`config.mk`:
```
export PLATFORM = sky130hd
export DESIGN_NAME = fifo_burst_drain
export DESIGN_NICKNAME = d
export VERILOG_FILES = /design/src/rtl/fifo_burst_drain_pkg.sv /design/src/rtl/fifo_burst_drain.sv
export SDC_FILE = /design/constraint.sdc
export NUM_CORES = 1
export LEC_CHECK = 0
export CAP_MARGIN = 10
export CORE_MARGIN = 5
export CORE_UTILIZATION = 44
export DETAILED_ROUTE_END_ITERATION = 10
export GPL_TIMING_DRIVEN = 0
export PLACE_DENSITY = 0.95
export SLEW_MARGIN = 10
export SYNTH_ARGS = -nofsm -noshare
export SYNTH_HDL_FRONTEND = slang
export SYNTH_SLANG_ARGS = --single-unit
```
`constraint.sdc`:
```
create_clock -name clk -period 5.2 [get_ports clk]
set_input_delay 0.52 -clock clk [delete_from_list [all_inputs] [get_ports clk]]
set_output_delay 0.52 -clock clk [all_outputs]
set_load 0.03 [all_outputs]
```
`src/rtl/fifo_burst_drain_pkg.sv`:
```
// rtl/fifo_burst_drain_pkg.sv - shared fifo type codes and drain FSM state encoding
package fifo_burst_drain_pkg;

    // Upstream FIFO flavours seen by readers in this codebase
    typedef enum logic [1:0] {
        FIFO_TYPE_SYNC  = 2'd0,
        FIFO_TYPE_ASYNC = 2'd1,
        FIFO_TYPE_FWFT  = 2'd2
    } fifo_type_e;

    // Burst drain controller states
    typedef enum logic {
        DRAIN_IDLE  = 1'b0,
        DRAIN_BURST = 1'b1
    } drain_state_e;

endpackage

```
`src/rtl/fifo_burst_drain.sv`:
```
// rtl/fifo_burst_drain.sv - drains a FWFT FIFO downstream in full or timed-out/flushed partial bursts
module fifo_burst_drain
    import fifo_burst_drain_pkg::*;
#(
    parameter int DATA_WIDTH = 32,
    parameter int ADDR_WIDTH = 5,
    parameter int BURST_LEN  = 8,
    parameter int TIMEOUT    = 64
) (
    input  logic                  clk,
    input  logic                  rst_n,
    input  logic [DATA_WIDTH-1:0] fifo_data_i,
    input  logic                  fifo_empty_i,
    input  logic [ADDR_WIDTH:0]   fifo_counter_i,
    output logic                  fifo_rd_valid_o,
    input  logic                  flush_i,
    output logic [DATA_WIDTH-1:0] m_data_o,
    output logic                  m_valid_o,
    output logic                  m_last_o,
    input  logic                  m_ready_i,
    output logic                  busy_o
);

    localparam int CNT_W  = ADDR_WIDTH + 1;
    localparam int BEAT_W = $clog2(BURST_LEN + 1);
    localparam int TMR_W  = $clog2(TIMEOUT);

    localparam logic [CNT_W-1:0]  BURST_LEN_OCC   = CNT_W'(BURST_LEN);
    localparam logic [CNT_W-1:0]  OCC_ZERO        = '0;
    localparam logic [BEAT_W-1:0] BURST_LEN_BEATS = BEAT_W'(BURST_LEN);
    localparam logic [BEAT_W-1:0] ONE_BEAT        = BEAT_W'(1);
    localparam logic [TMR_W-1:0]  TIMER_MAX       = TMR_W'(TIMEOUT - 1);
    localparam logic [TMR_W-1:0]  TIMER_ONE       = TMR_W'(1);

    drain_state_e          state_q, state_d;
    logic [TMR_W-1:0]      timer_q, timer_d;
    logic [BEAT_W-1:0]     beat_q, beat_d;
    logic                  m_valid_q, m_valid_d;
    logic                  m_last_q, m_last_d;
    logic [DATA_WIDTH-1:0] m_data_q, m_data_d;

    logic in_burst;
    logic pop;
    logic full_ready;
    logic partial_go;
    logic start_burst;
    logic last_pop;

    // Occupancy is only ever loaded below BURST_LEN on the partial path, so the
    // loaded count can never exceed what the FIFO currently holds.
    assign full_ready  = (fifo_counter_i >= BURST_LEN_OCC);
    assign partial_go  = (fifo_counter_i != OCC_ZERO) && ((timer_q == TIMER_MAX) || flush_i);
    assign start_burst = full_ready || partial_go;
    assign last_pop    = pop && (beat_q == ONE_BEAT);

    // State register with asynchronous reset
    always_ff @(posedge clk or negedge rst_n) begin
        if (!rst_n) begin
            state_q <= DRAIN_IDLE;
        end else begin
            state_q <= state_d;
        end
    end

    // Next-state: enter BURST on threshold/timeout/flush, leave on the final pop
    always_comb begin
        state_d = state_q;
        case (state_q)
            DRAIN_IDLE:  if (start_burst) state_d = DRAIN_BURST;
            DRAIN_BURST: if (last_pop)    state_d = DRAIN_IDLE;
            default:                      state_d = DRAIN_IDLE;
        endcase
    end

    // FSM outputs: pop only while bursting, data present and the output slot free
    always_comb begin
        in_burst        = (state_q == DRAIN_BURST);
        pop             = in_burst && !fifo_empty_i && (!m_valid_q || m_ready_i);
        busy_o          = in_burst;
        fifo_rd_valid_o = pop;
    end

    // Next values for the idle timer, beat counter and output slot
    always_comb begin
        timer_d   = timer_q;
        beat_d    = beat_q;
        m_valid_d = m_valid_q;
        m_last_d  = m_last_q;
        m_data_d  = m_data_q;

        if (in_burst || fifo_empty_i || start_burst) begin
            timer_d = '0;
        end else if (timer_q != TIMER_MAX) begin
            timer_d = timer_q + TIMER_ONE;
        end

        if (!in_burst) begin
            if (full_ready) begin
                beat_d = BURST_LEN_BEATS;
            end else if (partial_go) begin
                beat_d = fifo_counter_i[BEAT_W-1:0];
            end
        end else if (pop) begin
            beat_d = beat_q - ONE_BEAT;
        end

        if (pop) begin
            m_data_d  = fifo_data_i;
            m_valid_d = 1'b1;
            m_last_d  = (beat_q == ONE_BEAT);
        end else if (m_ready_i) begin
            m_valid_d = 1'b0;
            m_last_d  = 1'b0;
        end
    end

    // Control registers with asynchronous reset
    always_ff @(posedge clk or negedge rst_n) begin
        if (!rst_n) begin
            timer_q   <= '0;
            beat_q    <= '0;
            m_valid_q <= 1'b0;
            m_last_q  <= 1'b0;
        end else begin
            timer_q   <= timer_d;
            beat_q    <= beat_d;
            m_valid_q <= m_valid_d;
            m_last_q  <= m_last_d;
        end
    end

    // Output data register carries no reset; it is qualified by m_valid_o
    always_ff @(posedge clk) begin
        m_data_q <= m_data_d;
    end

    assign m_data_o  = m_data_q;
    assign m_valid_o = m_valid_q;
    assign m_last_o  = m_last_q;

endmodule

```
# After elaboration in Yosys (flattened, before gate mapping)
# Cells that the tools add are included.
[totals] ff_bits=45 in_bits=43 output_inout_bits=36 word_cells=42
[op_classes] n_addsub=2 n_lt_le_gt_ge=1 eq_ne=4 n_mux=12 bitwise_logic=1 n_reduce_logical=16
[ops] cell="4-bit two-way mux" count=4
[ops] cell="6-bit two-way mux" count=2
[ops] cell="6-bit by 1-bit adder with 6-bit output, second input constant" count=1
[ops] cell="6-bit == test, second input constant" count=1
[ops] cell="6-bit by 4-bit greater-or-equal comparator with 1-bit output, second input constant" count=1
[ops] cell="6-bit inequality test, second input constant" count=1
[ops] cell="6-bit nonzero test" count=1
[ops] cell="1-bit logical OR" count=5
[ops] cell="1-bit two-way mux" count=5
[ops] cell="4-bit by 1-bit == test with 1-bit output, second input constant" count=1
[ops] cell="1-bit logical AND" count=4
[ops] cell="2-bit nonzero test" count=2
[ops] cell="4-bit by 1-bit subtractor with 4-bit output, second input constant" count=1
[ops] cell="3-bit nonzero test" count=1
[ops] cell="1-bit logical NOT" count=2
[ops] cell="2-bit by 1-bit inequality test with 1-bit output, second input constant" count=1
[ops] cell="1-bit one-hot mux with 2 select lines" count=1
[ops] cell="2-bit AND reduction" count=1
[ops] cell="1-bit NOT" count=1

# Depth between registers and ports, before layout
[logic_depth] ltp_word=6 ltp_mapped=5 mapped_depth_nobuf=5

# Worst setup path after synthesis
# Ideal clock, no wire load.
[synth_path] path_kind="register to output" start="reg m_valid_q, in the netlist m_valid_o" end="out fifo_rd_valid_o" arrival_time_ns=1.929 t_required_ns=4.680 slack_ns=2.751 path_stages_with_launch=4 n_path_buf=0 path_cell_list="dfrtp_1 -> nor2b_1 -> nor2_1 -> and2_1"
[synth_via] elab_chain_cells=3
[synth_lines] item="start, declared" line_no="fifo_burst_drain.sv:38" source="logic m_valid_q, m_valid_d;"
[synth_lines] item="start signal, assigned" line_no="fifo_burst_drain.sv:127" source="m_valid_q <= m_valid_d;"
[synth_lines] item="1-bit logical NOT" line_no="fifo_burst_drain.sv:78" source="pop = in_burst && !fifo_empty_i && (!m_valid_q || m_ready_i);"
[synth_lines] item="1-bit logical OR" line_no="fifo_burst_drain.sv:78"
[synth_lines] item="1-bit logical AND" line_no="fifo_burst_drain.sv:78"
[synth_lines] item="end, declared" line_no="fifo_burst_drain.sv:15" source="output logic fifo_rd_valid_o,"
# Every way passes these cells.

# Final worst setup path
[layout_path] start="in m_ready_i" end="out fifo_rd_valid_o"
[layout_via] elab_chain_cells=2
[layout_lines] item="start, declared" line_no="fifo_burst_drain.sv:20" source="input logic m_ready_i,"
[layout_lines] item="1-bit logical OR" line_no="fifo_burst_drain.sv:78"
[layout_lines] item="1-bit logical AND" line_no="fifo_burst_drain.sv:78"
# Every way passes these cells.

==> impl_results.md <==
- Slew headroom: 52.6%
- Hold Path Class: register to register
- Mean post-synth cell area: 15.8 sq um
- Global routing usage on met2: 24.7%
- GR Overflow Total: 0
- Die Wd: 72.5 um
- Initial drt markers: 69
- CTS resizes: 0
- H-tree Lvls: 2
- Cell Area, Synth: 1720 sq um
- DRC Markers: 0
- Fin crit period: 3380 ps
- Starting Density: 46.3%
- GRT met1 Usage: 17.6%
- Final Skew: 5.51 ps
- Crit end category: output port
- Share of cells above drive strength 1: 7.18%
- Fmax: 296 MHz
- Clock Tree Buf Depth: 2
- CTS Root Cell: clkbuf_8
- Fin Setup TNS: 0 ps
- Hold-fix buffers, CTS: 0
- Busiest grt layer: met2
- Total iterations of the first detailed-routing run: 4
- Worst-path fanout max: 34
- IO Pins: 79
- Antenna-violating nets left: 0
- Worst setup SP type: input port
- WP buf/inv: 2
- Post-CTS Setup Bufs: 0
- Overall routing resource usage: 14.5%
- Clk_lat worst skew: 290 ps
- Status: complete, no violations
- TritonCTS clock tree: yes
- Synth Instances: 109
- Post-layout nets: 240
- Leakage power: 0.992 nW
- Syn nets: 155
- Crit path kind: input port to output port
- Row cnt: 22
- Slew Viols, Final: 0
- GP Congestion: 0.774
- CORE AREA: 3720 sq um
- Endpoints failing setup: 0
- Largest stage delay on the critical path: 810 ps
- Routed length per instance: 15.1 um
- Die footprint: 5260 sq um
- First-pass GRT wire length: 5740 um
- Sink Count: 45
- Layout area overhead: 54.2%
- Max-cap viol count: 0
- CP top delay family: buffers and inverters
- Final hold viol count: 0
- Routed WL: 3660 um
- Critical path cell sequence: clkdlybuf4s50_1 > nor2b_1 > nor2_1 > and2_2 > clkdlybuf4s50_1
- Final period util: 65.1%
- Pin count of the biggest net entering global routing: 35
- Vias/cell: 4.88
- Hpwl dp: 2910 um
- Synth warn: 0
- Power, Total: 0.000849 W
- Synth Register Bits: 45
- Register area share after synthesis: 74.8%
- Initial antenna violation count: 0
- Worst-Margin Slew: 711 ps
- Clk slew on worst S/H paths: 90 ps
- Via count of the routed design: 1185
- WP data required: 4680 ps
- CP max-delay cell: clkdlybuf4s50_1
- Unrepaired setup endpoints after global routing: false
- Worst vdd ir: 0.174 mV
- Grt met3 use: 5.40%
- Netlist cell types: 35
- ANT cells: 0
- Port Buffer Count: 78
- P per Cell Area: 320 nW/um^2
- Cell mode on critical path: clkdlybuf4s50_1
- CTS buffer count: 5
- Vias in the first global route: 1170
- Chip height: 72.5 um
- Critical Path AT: 2860 ps
[path summary, 6_finish.rpt]
path,startpoint,end,slack [ps],cells after the start
max,m_ready_i,fifo_rd_valid_o,1820,5
min,m_last_o,m_last_o,550,2
max reg2reg,m_valid_o,m_data_o[30],3310,3
min reg2reg,m_last_o,m_last_o,550,2
max in group asynchronous,rst_n,timer_q[4],4200,1
min in group asynchronous,rst_n,beat_q[0],600,1
[metal layers]
metal	routed length, um	share of wire [%]	up-vias
li1	-	-	576
met1	1490	41	539
met2	1730	47	66
met3	418	11	4
met4	27	0.74	0
met5	0	0	-
[through the flow]
step | instances | setup slack [ps] | area, sq um | util [%] | hold slack, ps
2_1_floorplan | 109 | 2750 | 1720 | - | 224
3_3_place_gp | 235 | 1360 | 2560 | 68.9 | 529
3_5_place_dp | 235 | 1810 | 2560 | 68.9 | 537
4_1_cts | 243 | 1800 | 2650 | 71.3 | 553
5_1_grt | 243 | 1670 | 2650 | 71.3 | 577
6_report | 243 | 1820 | 2650 | 71.3 | 550
[worst min-delay path, stage by stage, from the launching register on]
cell      delay (ps)
dfrtp_1          380
nand2b_1          70
o21ai_0           60
[power by group]
| group | switching [W] | total, W | leakage, nW | internal, W |
|---|---|---|---|---|
| Combinational | 0.0000933 | 0.000188 | 0.480 | 0.0000951 |
| Clock | 0.000117 | 0.000213 | 0.0445 | 0.0000953 |
| Sequential | 0.0000215 | 0.000448 | 0.468 | 0.000426 |
[final cells by class]
| cell class | count | area (sq um) |
|---|---|---|
| fillers | 265 | 1060 |
| inverters | 4 | 15.0 |
| clock buffers | 5 | 68.8 |
| multi-input cells | 59 | 414 |
| repair buffers | 78 | 781 |
| flip-flops and latches | 45 | 1290 |
| clock inverters | 3 | 21.3 |
| plain buffers | 1 | 5.00 |
| well taps | 48 | 60.1 |
[layout by cell type, fill, tap and decap left out, types with 3 or more instances in the layout]
| master | synthesis | final |
|---|---|---|
| a21oi_1 | 6 | 6 |
| nor3_1 | 4 | 4 |
| o21ai_0 | 3 | 3 |
| xnor2_1 | 4 | 4 |
| dfrtp_1 | 13 | 13 |
| nor2_1 | 7 | 7 |
| ha_1 | 3 | 3 |
| inv_1 | 4 | 4 |
| clkbuf_8 | 0 | 5 |
| clkdlybuf4s50_1 | 0 | 78 |
| edfxtp_1 | 32 | 32 |
[cell usage after synthesis]
cell | n | share of area [%]
or3_1 | 1 | 0.36
a31oi_1 | 1 | 0.36
a21oi_1 | 6 | 1.7
nor2_1 | 7 | 1.5
a21bo_2 | 1 | 0.58
nand2b_1 | 2 | 0.73
a221oi_1 | 1 | 0.51
xnor2_1 | 4 | 2.0
mux2i_1 | 2 | 1.2
o21a_1 | 1 | 0.44
nor3_1 | 4 | 1.2
o21ai_0 | 3 | 0.87
nor4_4 | 1 | 1.2
nand2_1 | 2 | 0.44
nand4_1 | 2 | 0.73
a311oi_1 | 1 | 0.51
and3_1 | 1 | 0.36
a211oi_1 | 1 | 0.44
and2_4 | 1 | 0.51
inv_1 | 4 | 0.87
dfrtp_1 | 13 | 19
o31ai_1 | 1 | 0.44
ha_1 | 3 | 2.2
nor3b_1 | 1 | 0.44
buf_2 | 1 | 0.29
nor2b_1 | 1 | 0.36
or3_4 | 1 | 0.65
and4b_1 | 1 | 0.58
a22oi_1 | 1 | 0.44
and2_1 | 3 | 1.1
a21o_1 | 1 | 0.44
a221o_1 | 1 | 0.58
xor2_1 | 1 | 0.51
edfxtp_1 | 32 | 56
nand3_1 | 2 | 0.58
[registers in the layout, summed over array words and instances (netlist names)]
signal,cells
beat_q,4
busy_o,1
m_valid_o,1
m_last_o,1
timer_q,6
m_data_o,32
[cells by family after synthesis]
kind of cell               synth area share (%)
DFF                                        74.8
and+or+nand+nor                            10.8
xor gates and xnor gates                   2.55
buffers and inverters                      1.16
AOI/OAI and AO/OA                          7.35
adders and majority gates                  2.18
muxes                                      1.16
(Power assumes the default switching activity.)
